===== src/rtl/uart_pkg.sv =====
// UART shared definitions: state encodings, parity types, defaults.
// Used by both the TX and RX ends of the link.
package uart_pkg;

   localparam int DATA_WIDTH_DEF = 8;
   localparam int PRESCALE_W_DEF = 6;

   localparam logic PAR_EVEN = 1'b0;
   localparam logic PAR_ODD  = 1'b1;

   // Neighbouring states differ in one bit
   typedef enum logic [2:0] {
      ST_IDLE   = 3'b000,
      ST_START  = 3'b001,
      ST_DATA   = 3'b011,
      ST_PARITY = 3'b010,
      ST_STOP   = 3'b110
   } uart_state_t;

endpackage


===== src/rtl/uart_tx_bit_timer.sv =====
// UART TX bit timer: cycles-per-bit counter plus data bit index.
// bit_done marks the last clk cycle of the current serial bit.
module uart_tx_bit_timer
   import uart_pkg::*;
#(
   parameter int DATA_WIDTH = DATA_WIDTH_DEF,
   parameter int PRESCALE_W = PRESCALE_W_DEF,
   localparam int BW = (DATA_WIDTH > 1) ? $clog2(DATA_WIDTH) : 1
) (
   input  logic                  clk,
   input  logic                  rst_n,
   input  logic                  clear,
   input  logic                  run,
   input  logic                  data_en,
   input  logic [PRESCALE_W-1:0] prescale_q,
   output logic                  bit_done,
   output logic                  last_data_bit,
   output logic [BW-1:0]         bit_cnt
);

   logic [PRESCALE_W-1:0] edge_cnt;
   logic [PRESCALE_W-1:0] edge_last;

   // Modulo compare: prescale 0 gives a full 2^PRESCALE_W period
   assign edge_last     = prescale_q - PRESCALE_W'(1);
   assign bit_done      = run && (edge_cnt == edge_last);
   assign last_data_bit = (bit_cnt == BW'(DATA_WIDTH - 1));

   always_ff @(posedge clk or negedge rst_n) begin
      if (!rst_n) begin
         edge_cnt <= '0;
         bit_cnt  <= '0;
      end else if (clear) begin
         edge_cnt <= '0;
         bit_cnt  <= '0;
      end else if (run) begin
         if (bit_done) begin
            edge_cnt <= '0;
            if (data_en)
               bit_cnt <= last_data_bit ? '0 : bit_cnt + BW'(1);
         end else begin
            edge_cnt <= edge_cnt + PRESCALE_W'(1);
         end
      end
   end

endmodule


===== src/rtl/uart_tx_fsm.sv =====
// UART transmitter: start bit, LSB-first data, optional parity, stop.
// Outputs are registered from the next-state decode.
module uart_tx_fsm
   import uart_pkg::*;
#(
   parameter int DATA_WIDTH = DATA_WIDTH_DEF,
   parameter int PRESCALE_W = PRESCALE_W_DEF
) (
   input  logic                  clk,
   input  logic                  rst_n,
   input  logic [DATA_WIDTH-1:0] P_DATA,
   input  logic                  DATA_VALID,
   input  logic                  PAR_EN,
   input  logic                  PAR_TYP,
   input  logic [PRESCALE_W-1:0] prescale,
   output logic                  TX_OUT,
   output logic                  busy
);

   localparam int BW = (DATA_WIDTH > 1) ? $clog2(DATA_WIDTH) : 1;

   uart_state_t state, state_nx;

   logic [DATA_WIDTH-1:0] data_q;
   logic                  par_en_q;
   logic                  par_q;
   logic [PRESCALE_W-1:0] prescale_q;

   logic          accept;
   logic          tx_nx;
   logic          busy_nx;
   logic          bit_done;
   logic          last_data_bit;
   logic [BW-1:0] bit_cnt;
   logic [BW-1:0] bit_sel;

   uart_tx_bit_timer #(
      .DATA_WIDTH (DATA_WIDTH),
      .PRESCALE_W (PRESCALE_W)
   ) u_timer (
      .clk           (clk),
      .rst_n         (rst_n),
      .clear         (accept || (state_nx == ST_IDLE)),
      .run           (state != ST_IDLE),
      .data_en       (state == ST_DATA),
      .prescale_q    (prescale_q),
      .bit_done      (bit_done),
      .last_data_bit (last_data_bit),
      .bit_cnt       (bit_cnt)
   );

   always_comb begin
      state_nx = state;
      accept   = 1'b0;
      case (state)
         ST_IDLE: begin
            if (DATA_VALID) begin
               accept   = 1'b1;
               state_nx = ST_START;
            end
         end
         ST_START: begin
            if (bit_done)
               state_nx = ST_DATA;
         end
         ST_DATA: begin
            if (bit_done && last_data_bit)
               state_nx = par_en_q ? ST_PARITY : ST_STOP;
         end
         ST_PARITY: begin
            if (bit_done)
               state_nx = ST_STOP;
         end
         ST_STOP: begin
            if (bit_done) begin
               if (DATA_VALID) begin
                  accept   = 1'b1;
                  state_nx = ST_START;
               end else begin
                  state_nx = ST_IDLE;
               end
            end
         end
         default: state_nx = ST_IDLE;
      endcase
   end

   // Index of the data bit that will be on the line after this edge
   always_comb begin
      bit_sel = bit_cnt;
      if (state == ST_DATA && bit_done)
         bit_sel = bit_cnt + BW'(1);
   end

   always_comb begin
      tx_nx   = 1'b1;
      busy_nx = (state_nx != ST_IDLE);
      case (state_nx)
         ST_START:  tx_nx = 1'b0;
         ST_DATA:   tx_nx = data_q[bit_sel];
         ST_PARITY: tx_nx = par_q;
         default:   tx_nx = 1'b1;
      endcase
   end

   always_ff @(posedge clk or negedge rst_n) begin
      if (!rst_n) begin
         state      <= ST_IDLE;
         TX_OUT     <= 1'b1;
         busy       <= 1'b0;
         data_q     <= '0;
         par_en_q   <= 1'b0;
         par_q      <= 1'b0;
         prescale_q <= '0;
      end else begin
         state  <= state_nx;
         TX_OUT <= tx_nx;
         busy   <= busy_nx;
         if (accept) begin
            data_q     <= P_DATA;
            par_en_q   <= PAR_EN;
            par_q      <= (^P_DATA) ^ (PAR_TYP == PAR_ODD);
            prescale_q <= prescale;
         end
      end
   end

endmodule


===== config.mk =====
export PLATFORM = sky130hd
export DESIGN_NAME = uart_tx_fsm
export DESIGN_NICKNAME = d
export VERILOG_FILES = /design/src/rtl/uart_pkg.sv /design/src/rtl/uart_tx_bit_timer.sv /design/src/rtl/uart_tx_fsm.sv
export SDC_FILE = /design/constraint.sdc
export NUM_CORES = 1
export LEC_CHECK = 0
export ABC_AREA = 1
export ABC_CLOCK_PERIOD_IN_PS = 2720
export BUFFER_PORTS_ARGS = -buffer_cell sky130_fd_sc_hd__buf_2
export CORE_MARGIN = 4
export CORE_UTILIZATION = 49
export CTS_CLUSTER_SIZE = 25
export DETAILED_ROUTE_END_ITERATION = 7
export GPL_TIMING_DRIVEN = 1
export PLACE_DENSITY = 0.76
export SLEW_MARGIN = 0
export SYNTH_ARGS = -nofsm -noshare
export SYNTH_HDL_FRONTEND = slang
export SYNTH_SLANG_ARGS = --single-unit

===== constraint.sdc =====
create_clock -name clk -period 2.72 [get_ports clk]
set_input_delay 0.272 -clock clk [delete_from_list [all_inputs] [get_ports clk]]
set_output_delay 0.272 -clock clk [all_outputs]
set_load 0.02 [all_outputs]

-- Yosys cells after proc, flatten, opt, wreduce, memory -nomap -nowiden
Index checks and enable logic that the tools add are counted.
Widths: inputs -> output; s select.
- bits in registers: 30
- output and inout bits: 2
- logic and storage cells: 59
- add/subtract/negate cells: 3
- magnitude comparators: 1
- equality and inequality tests: 9
- mux-type cells: 23
- bitwise logic cells: 1
- reductions and logical operators: 13
- operators with widths (cell ; count):
    $mux 3 ; 12
    $mux 6 ; 3
    $pmux 3 s5 ; 1
    $eq 3x2->1 const B ; 4
    $reduce_xor 8->1 ; 1
    $add 6x1->6 const B ; 1
    $eq 3x1->1 const B ; 2
    $eq 3x3->1 const B ; 2
    $eq 6x6->1 ; 1
    $logic_not 3->1 ; 2
    $reduce_bool 2->1 ; 3
    $reduce_bool 3->1 ; 2
    $sub 6x1->6 const B ; 1
    $lt 3x4->1 const B ; 1
    $mux 1 ; 4
    $add 3x1->3 const B ; 1
    $bmux 1 s3 ; 1
    $logic_and 1x1->1 ; 3
    $pmux 1 s3 ; 1
    $reduce_and 3->1 ; 1
    $pmux 1 s2 ; 1
    $logic_or 1x1->1 ; 1
    $xor 1x1->1 ; 1

-- Logic depth before layout (Yosys ltp)
Gate-level depths: netlist of run 1.
- depth after elaboration: 10
- depth in mapped cells: 17
- mapped depth without buffers: 17

-- Cells and area by module
A second synthesis of run 1 with hierarchy kept.
- cell total of the unflattened synthesis: 283
- area, all modules: 2025.7 µm²
- modules (own cells, without submodules) (module ; instances ; cells an instance ; area each (µm²)):
    uart_tx_fsm ; 1 ; 154 ; 1168.6
    uart_tx_bit_timer ; 1 ; 129 ; 857.1

-- Worst setup path before layout of run 1
OpenSTA, ideal clock, no wires.
- kind: reg-to-reg
- start: register prescale_q[0]
- end: register data_q[0]
- setup time: 0.125 ns
- arrival time: 1.874 ns
- required time: 2.595 ns
- setup slack: 0.722 ns
- cell stages (with the launch flop): 13
- buffers on the path: 0
- clock period less this slack: 1.998 ns
- cells stage by stage: dfrtp_1 inv_2 ha_1 inv_1 nand2_1 nand2_1 nor2_1 nand3_1 nor2_4 nand2_4 nor2_4 o21ai_4 mux2_2
- cells in the longest elaborated chain, start to end: 5
- RTL lines (what ; line ; source):
    from (decl) ; uart_tx_fsm.sv:27 ; logic [PRESCALE_W-1:0] prescale_q;
    from (signal assigned) ; uart_tx_fsm.sv:123 ; prescale_q <= prescale;
    $sub 6x1->6 ; uart_tx_bit_timer.sv:25 ; assign edge_last = prescale_q - PRESCALE_W'(1);
    $eq 6x6->1 ; uart_tx_bit_timer.sv:26 ; assign bit_done = run && (edge_cnt == edge_last);
    $logic_and 1x1->1 ; uart_tx_bit_timer.sv:26 ;
    $mux 1 ; uart_tx_fsm.sv:75 ; if (bit_done) begin
    $pmux 1 s2 ; uart_tx_fsm.sv:55 ; case (state)
    to (signal assigned) ; uart_tx_fsm.sv:111 ; data_q <= '0;
    to (signal assigned) ; uart_tx_fsm.sv:120 ; data_q <= P_DATA;
    to (decl) ; uart_tx_fsm.sv:24 ; logic [DATA_WIDTH-1:0] data_q;
Every way passes these cells.
A chain may end at the register's enable or synchronous reset.

-- Final worst setup path of run 1
- start: register prescale_q[0]
- end: register prescale_q[0]
- cells in the longest elaborated chain, start to end: 5
- RTL lines (what ; line):
    $sub 6x1->6 ; uart_tx_bit_timer.sv:25
    $eq 6x6->1 ; uart_tx_bit_timer.sv:26
    $logic_and 1x1->1 ; uart_tx_bit_timer.sv:26
    $mux 1 ; uart_tx_fsm.sv:75
    $pmux 1 s2 ; uart_tx_fsm.sv:55
Every way passes these cells.

==> impl_metrics.json, run 1 <==
{
  "dp_hpwl_um": 2650,
  "async_flop_share_pct": 100,
  "status": "finished clean",
  "layout.area.seq_um2": 752,
  "path_cells": "inv_2 -> ha_1 -> inv_1 -> nand2_1 -> nand2_1 -> nor2_1 -> nand3_1 -> nor2_4 -> nand2_4 -> nor2_4 -> o21ai_4 -> buf_4 -> nor2_1 -> a21oi_1",
  "synth_top_family_by_area": "simple AND/OR/NAND/NOR gates",
  "route.detailed.drc": 0,
  "synth_cells": 224,
  "place.gp.congestion": 0.822,
  "wl_um": 3490,
  "synth_xor_area_share_pct": 5.77,
  "vdd_drop_max_mv": 0.329,
  "antenna_found_initial": 0,
  "synth_adder_area_share_pct": 2.75,
  "nets": 273,
  "syn-cell-area_um2": 1820,
  "cts-root-buf": "clkbuf_8",
  "critPathMaxFanout": 17,
  "coreArea_um2": 3470,
  "die_w_um": 69.0,
  "die_h_um": 69.0,
  "synth_edf_count": 0,
  "cts-hold-fix-buffers": 0,
  "drive_above_1_share_pct": 24.7,
  "yosysSeqAreaShare_pct": 41.3,
  "postCtsSetupBuffers": 0,
  "viasPerCell": 4.89,
  "leakagePower_nw": 1.05,
  "grt.total_usage_pct": 17.7,
  "cp_data_arrival_time_ns": 2.48,
  "end_kind": "flip-flop",
  "max_clock_freq_ghz": 0.440,
  "rows": 21,
  "initial_core_util_pct": 52.5,
  "worst-endpoint-required_ns": 2.93,
  "clk-insertion-delay-late_ns": 0.28,
  "synthFlopType": "dfrtp_1",
  "crit_buf_inv": 3,
  "clk_pin_slew_worst_paths_ns": 0.07,
  "syn_nets": 247,
  "grt_max_degree": 31,
  "yosys.cell_count.top_type": "nand2_1",
  "gr-total-overflow": 0,
  "clockBufferDepth": 2,
  "cts_tree": "done",
  "cp-start-kind": "flip-flop",
  "synthMuxAreaShare_pct": 3.71,
  "place_ws_ns": 0.454,
  "cts_buffers": 5,
  "ys_seq_elements": 30,
  "synth_common_cells": "nand2_1 (56), dfrtp_1 (29), inv_1 (27)",
  "max_stage_delay_ns": 0.47,
  "powerDensity_nw_per_um2": 411,
  "path_class": "reg2reg",
  "worst_slack_ns": 0.449,
  "via_count": 1452,
  "slowest_stage": "o21ai_4",
  "finalSetupTns_ns": 0,
  "portBuffers": 20,
  "tightest_slew_ns": 0.677,
  "hold_violations": 0,
  "ys_types": 29,
  "cts_resized": 0,
  "cp_top_family": "compound AO/OA/AOI/OAI gates",
  "synth-compound-area-share_pct": 5.70,
  "finalCritPeriodShare_pct": 83.5,
  "boundaryPins": 21,
  "fillerInstances": 328,
  "ant_nets": 0,
  "min_period_ns": 2.27,
  "final-max-slew-violation-count": 0,
  "synth_top_area_share_pct": 39.9,
  "area_delta_synth_final_pct": 12.6,
  "multi_input_area_um2": 926,
  "synth.area.top_cells": "dfrtp_1 (40%), nand2_1 (12%), inv_1 (5.6%)",
  "hold_path_class": "in2async",
  "total_power_uw": 842,
  "final.setup_skew_ns": 0.00616,
  "postSynthAreaPerCell_um2": 8.13,
  "grt_pass1_vias": 1386,
  "setup_viol": 0,
  "cts.sinks": 30,
  "dieArea_um2": 4750,
  "drt-initial-drc-count": 90,
  "yosys_warnings": 0,
  "rsz0062_at_grt": "no",
  "cts_max_level": 2,
  "n_antenna_cell": 0,
  "cap_violations": 0,
  "drt_first_pass_iters": 4,
  "synth_top_cell_by_area": "dfrtp_1",
  "relSlewSlack_pct": 54.9,
  "grt_first_pass_wirelength_um": 6040,
  "wl_per_cell_um": 11.7,
  "yosys.area_share.simple_pct": 32.9
}
-- path summary, 6_finish.rpt --
| kind | end | cells past startpoint | startpoint | slack, ns |
|---|---|---|---|---|
| setup / recovery | prescale_q[0] | 14 | prescale_q[0] | 0.45 |
| hold / removal | u_timer.edge_cnt[3] | 1 | rst_n | 0.02 |
| setup reg to reg | prescale_q[0] | 14 | prescale_q[0] | 0.45 |
| hold reg to reg | par_q | 2 | par_q | 0.49 |
| max in group asynchronous | state[1] | 1 | rst_n | 2.26 |
| min in group clk | par_en_q | 2 | PAR_EN | 0.23 |
-- power by group --
part           switching, mW  total [mW]  internal, mW
clock                  0.171       0.348         0.177
combinational         0.0255      0.0479        0.0224
sequential                 0       0.446         0.446
-- metrics by stage --
stage	hold slack (ns)	instances	utilization, %	cell area [um2]
global placement	0.346	289	56.7	1970
finish	0.0220	297	59.1	2050
global route	0.0685	297	59.1	2050
CTS	0.0382	297	59.1	2050
detailed placement	0.349	289	56.7	1970
floorplan	-0.0236	224	-	1820
-- layer usage --
metal  track usage [%]  share of wire, %  wire length, um
met3              6.00               5.6              195
met1              23.1                47             1630
met4              7.30               2.2               78
met5                 0                 0                0
met2              26.8                45             1580
-- sequential cells by signal (all words and copies together) (netlist names) --
register / cells
u_timer.edge_cnt: 6
par_en_q: 1
u_timer.bit_cnt: 3
data_q: 8
busy: 1
par_q: 1
state: 3
TX_OUT: 1
prescale_q: 6
-- logic make-up (layout without fill, tap and decap cells) --
family | after synthesis | in the layout
compound gates | 17 | 17
xor+xnor | 12 | 12
fa+ha+maj | 4 | 4
buf+inv | 35 | 62
flops | 30 | 30
mux | 6 | 6
simple gates | 120 | 120
-- placed cells by master (no fill, tap or decap), types with 2 or more instances in the layout --
cell type  count
buf_2         20
nor3_2         5
inv_1         27
xor2_1         4
xnor2_1        8
a21oi_2        2
o21ai_0        3
nor2_2         5
nor2_1        20
inv_2          6
o21ai_1        2
nor2_4         3
clkbuf_8       5
mux2_2         6
nand4_1        3
nand2_1       56
clkinv_2       2
nor3_1         3
nand3_1       17
dfrtp_1       29
a21oi_1        9
ha_1           4
nand2_4        3
-- final cells by class --
class / instances / share of cell area, %
inverters: 33 / 6.04
flip-flops and latches: 30 / 36.7
clock buffers: 6 / 3.54
repair buffers: 21 / 5.25
clock inverters: 2 / 0.488
well taps: 46 / 2.81
multi-input cells: 159 / 45.2
(Power assumes the default switching activity.)
==> inputs of run 2 (changes only) <==
ABC_AREA = 0   (was 1)
ABC_CLOCK_PERIOD_IN_PS = 2300   (was 2720)
clock period = 2.3 ns   (was 2.72 ns; I/O delays follow)
==> impl_metrics.json, run 2 <==
{
  "status": "finished with violations",
  "violations": "negative setup slack",
  "leakagePower_nw": 1.04,
  "vdd_drop_max_mv": 0.489,
  "reg2reg_depth": 8,
  "min_period_ns": 2.71,
  "final_common_cell": "dfrtp_1",
  "synthMuxAreaShare_pct": 17.6,
  "final-max-slew-violation-count": 0,
  "yosys.area_share.simple_pct": 14.9,
  "antenna_found_initial": 0,
  "hold_path_class": "in2reg",
  "use_met2_pct": 27.7,
  "synth_xor_area_share_pct": 8.33,
  "worst_slack_ns": -0.411,
  "cts_max_level": 2,
  "via_count": 1514,
  "hold-path-cell-count": 2,
  "dpl.cell_count": 260,
  "multi_input_area_um2": 1110,
  "synth_adder_area_share_pct": 2.65,
  "n_antenna_cell": 0,
  "fillerInstances": 296,
  "critPathMaxFanout": 3,
  "rsz0062_at_grt": "yes",
  "tightest_slew_ns": 0.673,
  "crit_path_frequent_cell": "mux2_2",
  "dp_hpwl_um": 2810,
  "synth-compound-area-share_pct": 11.9,
  "holdWs_ns": 0.173,
  "path_class": "reg2reg",
  "max_clock_freq_ghz": 0.369,
  "cp_top_family": "simple AND/OR/NAND/NOR gates",
  "yosysSeqAreaShare_pct": 39.7,
  "p_sw_uw": 745,
  "async_flop_share_pct": 100,
  "combinationalPowerShare_pct": 43.0,
  "ys_seq_elements": 30,
  "finalSetupTns_ns": -7.51,
  "cp.depth": 8,
  "clockBufferDepth": 2,
  "wl_per_cell_um": 15.4,
  "drt_first_pass_iters": 4,
  "die_w_um": 70.1,
  "postSynthAreaPerCell_um2": 10.4,
  "cts_buffers": 5,
  "reg_top3": "data_q: 8 flops, prescale_q: 6 flops, u_timer.edge_cnt: 6 flops",
  "ant_nets": 0,
  "yosys.cell_count.top_type": "dfrtp_1",
  "setup_viol": 28,
  "cts_tree": "done",
  "syn_nets": 205,
  "regMostFlops": "data_q",
  "cp-start-kind": "flip-flop",
  "cts-root-buf": "clkbuf_8",
  "synth.area.top_cells": "dfrtp_1 (38%), mux2_4 (7.9%), xnor2_1 (6.5%)",
  "layout.area.seq_um2": 752,
  "path_cells": "or4_4 -> or3_4 -> a2111oi_4 -> buf_4 -> nand4_1 -> mux2_2 -> a22oi_1 -> mux2_2",
  "clockPowerShare_pct": 21.1,
  "grt_max_degree": 31,
  "seqPwrFrac_pct": 36.0,
  "final_cell_mix": "dfrtp_1 (29), buf_2 (20), buf_4 (18)",
  "powerDensity_nw_per_um2": 885,
  "top_usage_layer": "met2",
  "boundaryPins": 21,
  "syn-cell-area_um2": 1890,
  "drt-initial-drc-count": 147,
  "synth_top_area_share_pct": 38.4,
  "synth_top_cell_by_area": "dfrtp_1",
  "nets": 244,
  "dieArea_um2": 4920,
  "synth_top_family_by_area": "multiplexers",
  "crit_buf_inv": 1,
  "place.gp.congestion": 0.816,
  "viasPerCell": 5.61,
  "area_delta_synth_final_pct": 23.7,
  "synthFlopType": "dfrtp_1",
  "coreArea_um2": 3690,
  "grt_first_pass_wirelength_um": 6890,
  "gr-total-overflow": 0,
  "max_stage_delay_ns": 0.53,
  "end_kind": "flip-flop",
  "finalCritPeriodShare_pct": 118,
  "initial_core_util_pct": 51.3,
  "largest_reg_flops": 8,
  "sw_frac_of_total_pct": 36.0,
  "synth_edf_count": 0,
  "route.detailed.drc": 0,
  "slowest_stage": "or4_4",
  "wl_um": 4160,
  "grt_util_met3_pct": 4.46,
  "die_h_um": 70.1,
  "portBuffers": 20,
  "internal_power_mw": 1.33,
  "yosys_warnings": 0,
  "grt.total_usage_pct": 17.7,
  "cp_data_arrival_time_ns": 2.94,
  "ys_types": 42,
  "hold_violations": 0,
  "synth_cells": 182,
  "synth_common_cells": "dfrtp_1 (29), nor2_1 (15), xnor2_1 (14)",
  "cap_violations": 0,
  "clk-insertion-delay-late_ns": 0.28,
  "rows": 22,
  "final_cells": 270,
  "drive_above_1_share_pct": 34.7,
  "cts.sinks": 30,
  "total_power_mw": 2.07,
  "relSlewSlack_pct": 55.1,
  "grt_pass1_vias": 1495,
  "final_core_util_pct": 63.4,
  "use_met1_pct": 23.3,
  "final.setup_skew_ns": 0.00766,
  "worst-endpoint-required_ns": 2.53,
  "clk_pin_slew_worst_paths_ns": 0.07
}
[run 2: metrics by stage]
| stage | cell area (um2) | setup WS (ns) |
|---|---|---|
| 2_1_floorplan | 1920 | -0.464 |
| 3_3_place_gp | 2170 | -0.391 |
| 3_5_place_dp | 2170 | -0.411 |
| 4_1_cts | 2320 | -0.377 |
| 5_1_grt | 2340 | -0.502 |
| 6_report | 2340 | -0.411 |
[run 2: per-layer routing]
metal | vias to the layer above | wire (um)
met3 | 5 | 210
met1 | 739 | 1950
li1 | 730 | -
met5 | - | 0
met4 | 0 | 73
met2 | 40 | 1930
[run 2: timing repair]
| item | CTS | global route |
|---|---|---|
| resized for setup | 5 | 6 |
| buffers inserted | 0 | 0 |
| setup endpoints to repair | 30 | 30 |
| cloned | 1 | 0 |
| endpoints found under the hold margin | 16 | 0 |
| hold buffers | 1 | 0 |
| pin swaps | 2 | 2 |
[run 2: path summary, 6_finish.rpt]
check	start	endpoint	slack (ns)
max	prescale_q[1]	TX_OUT	-0.41
min	prescale[4]	prescale_q[4]	0.17
max reg2reg	prescale_q[1]	TX_OUT	-0.41
min reg2reg	u_timer.edge_cnt[0]	u_timer.edge_cnt[0]	0.51
max in group asynchronous	rst_n	u_timer.edge_cnt[5]	1.34
min in group asynchronous	rst_n	u_timer.edge_cnt[2]	0.51
[run 2: area by class of cell]
class | instances | share of cell area [%]
Tap cell | 48 | 2.57
Timing Repair Buffer | 41 | 12.5
Multi-Input combinational cell | 135 | 47.6
Inverter | 8 | 1.28
Clock inverter | 1 | 0.214
Clock buffer | 7 | 3.69
Sequential cell | 30 | 32.1
[run 2: cell families (layout without fill, tap and decap cells)]
family	Yosys count	in the layout
flops	30	30
xor+xnor	18	18
fa+ha+maj	4	4
buf+inv	17	57
compound gates	32	32
simple gates	54	54
mux	27	27
[run 2: power groups by stage]
stage	Clock (mW)	Sequential, mW	Combinational, mW
after floorplan	0	0.744	0.596
after global placement	0	0.747	0.840
after detailed placement	0	0.751	0.872
after CTS	0.452	0.744	0.881
after global routing	0.475	0.761	0.975
final	0.436	0.745	0.890
==> inputs of run 3 (changes only) <==
MAX_ROUTING_LAYER = met4   (was default)
==> impl_metrics.json, run 3 (same netlist as run 2, synthesis figures left out) <==
{
  "gr-total-overflow": 0,
  "powerDensity_nw_per_um2": 884,
  "nets": 244,
  "route.detailed.drc": 0,
  "portBuffers": 20,
  "path_class": "reg2reg",
  "cp-start-kind": "flip-flop",
  "coreArea_um2": 3690,
  "drt-initial-drc-count": 110,
  "n_antenna_cell": 0,
  "worst-endpoint-required_ns": 2.47,
  "regMostFlops": "data_q",
  "cap_violations": 0,
  "relSlewSlack_pct": 55.1,
  "cp_data_arrival_time_ns": 2.88,
  "final-max-slew-violation-count": 0,
  "drt_first_pass_iters": 4,
  "final_common_cell": "dfrtp_1",
  "dp_hpwl_um": 2810,
  "grt_pass1_vias": 1496,
  "hold_violations": 0,
  "finalCritPeriodShare_pct": 118,
  "die_w_um": 70.1,
  "cts_max_level": 2,
  "grt.total_usage_pct": 18.2,
  "grt_max_degree": 31,
  "status": "finished with violations",
  "area_delta_synth_final_pct": 23.7,
  "hold_path_class": "in2reg",
  "tightest_slew_ns": 0.673,
  "end_kind": "flip-flop",
  "drive_above_1_share_pct": 34.7,
  "final_core_util_pct": 63.4,
  "grt_first_pass_wirelength_um": 6880,
  "via_count": 1517,
  "slowest_stage": "or4_4",
  "holdWs_ns": 0.173,
  "rows": 22,
  "ant_nets": 0,
  "violations": "negative setup slack",
  "critPathMaxFanout": 3,
  "postCtsSetupBuffers": 0,
  "antenna_found_initial": 0,
  "clk_pin_slew_worst_paths_ns": 0.07,
  "cp_top_family": "simple AND/OR/NAND/NOR gates",
  "die_h_um": 70.1,
  "fillerInstances": 296,
  "reg_top3": "data_q: 8 flops, prescale_q: 6 flops, u_timer.edge_cnt: 6 flops",
  "final_cell_mix": "dfrtp_1 (29), buf_2 (20), buf_4 (18)",
  "worst_slack_ns": -0.412,
  "boundaryPins": 21,
  "dieArea_um2": 4920,
  "largest_reg_flops": 8,
  "vdd_drop_max_mv": 0.488,
  "place.gp.congestion": 0.828,
  "initial_core_util_pct": 51.3,
  "cts_tree": "done",
  "crit_buf_inv": 1,
  "path_cells": "or4_4 -> or3_4 -> a2111oi_4 -> and2_4 -> and3_4 -> o21a_4 -> buf_4 -> mux2_2",
  "max_clock_freq_ghz": 0.369,
  "cts_buffers": 5,
  "clk-insertion-delay-late_ns": 0.28,
  "setup_viol": 28,
  "viasPerCell": 5.62,
  "cts-root-buf": "clkbuf_8",
  "wl_um": 4140,
  "cts.sinks": 30,
  "leakagePower_nw": 1.04,
  "max_stage_delay_ns": 0.53,
  "final.setup_skew_ns": 0.00782,
  "rsz0062_at_grt": "yes",
  "min_period_ns": 2.71,
  "clockBufferDepth": 2,
  "wl_per_cell_um": 15.3
}
[run 3: cell counts in the layout (fill, tap and decap cells not counted)]
Identical to the previous run, type by type.
[run 3: metrics by stage]
stage / total power [mW] / cell area [um2] / setup WS [ns] / std cells / TNS [ns]
final: 2.07 / 2340 / -0.412 / 270 / -7.43
after global routing: 2.21 / 2340 / -0.501 / 270 / -10.22
after CTS: 2.08 / 2320 / -0.377 / 270 / -6.83
after detailed placement: 1.62 / 2170 / -0.411 / 260 / -7.33
after global placement: 1.59 / 2170 / -0.391 / 260 / -6.85
after floorplan: 1.34 / 1920 / -0.464 / 182 / -7.60
[run 3: layer usage]
metal / GRT usage, % / up-vias / part of all wire (%)
met2: 27.8 / 43 / 47
met4: 7.45 / 0 / 1.7
li1: - / 732 / -
met1: 23.2 / 737 / 46
met3: 4.46 / 5 / 5.0
met5: - / - / 0
[run 3: report_power, final]
| group | switching (mW) | leakage (nW) | internal [mW] |
|---|---|---|---|
| registers | 0.109 | 0.379 | 0.635 |
| clock network | 0.195 | 0.0482 | 0.241 |
| logic | 0.439 | 0.617 | 0.450 |
| total | 0.743 | 1.04 | 1.33 |
[run 3: worst register-to-register path: stages, from the launching register on]
cell and delay [ns]:
dfrtp_1 0.37, or4_4 0.53, or3_4 0.35, a2111oi_4 0.31
and2_4 0.20, and3_4 0.19, o21a_4 0.17, buf_4 0.14
mux2_2 0.33
[run 3: final cells by class]
class / instances / area (um2) / area share, %
clock inverters: 1 / 5.00 / 0.214
repair buffers: 41 / 293 / 12.5
inverters: 8 / 30.0 / 1.28
flip-flops and latches: 30 / 752 / 32.1
clock buffers: 7 / 86.3 / 3.69
well taps: 48 / 60.1 / 2.57
multi-input cells: 135 / 1110 / 47.6
[run 3: what timing repair did]
| item | CTS | global route |
|---|---|---|
| hold endpoints to repair | 16 | 0 |
| endpoints found under the setup margin | 30 | 30 |
| hold buffers | 1 | 0 |
| gates cloned | 1 | 0 |
| gates resized for setup | 5 | 6 |
| pin swaps | 2 | 2 |
[run 3: worst paths after layout]
kind	depth (start not counted)	to	from	slack [ns]
worst max-delay path	8	par_en_q	prescale_q[1]	-0.41
worst min-delay path	2	prescale_q[4]	prescale[4]	0.17
worst max register to register	8	par_en_q	prescale_q[1]	-0.41
worst min register to register	1	u_timer.edge_cnt[0]	u_timer.edge_cnt[0]	0.51
max in group asynchronous	2	busy	rst_n	1.34
min in group asynchronous	2	u_timer.edge_cnt[2]	rst_n	0.52
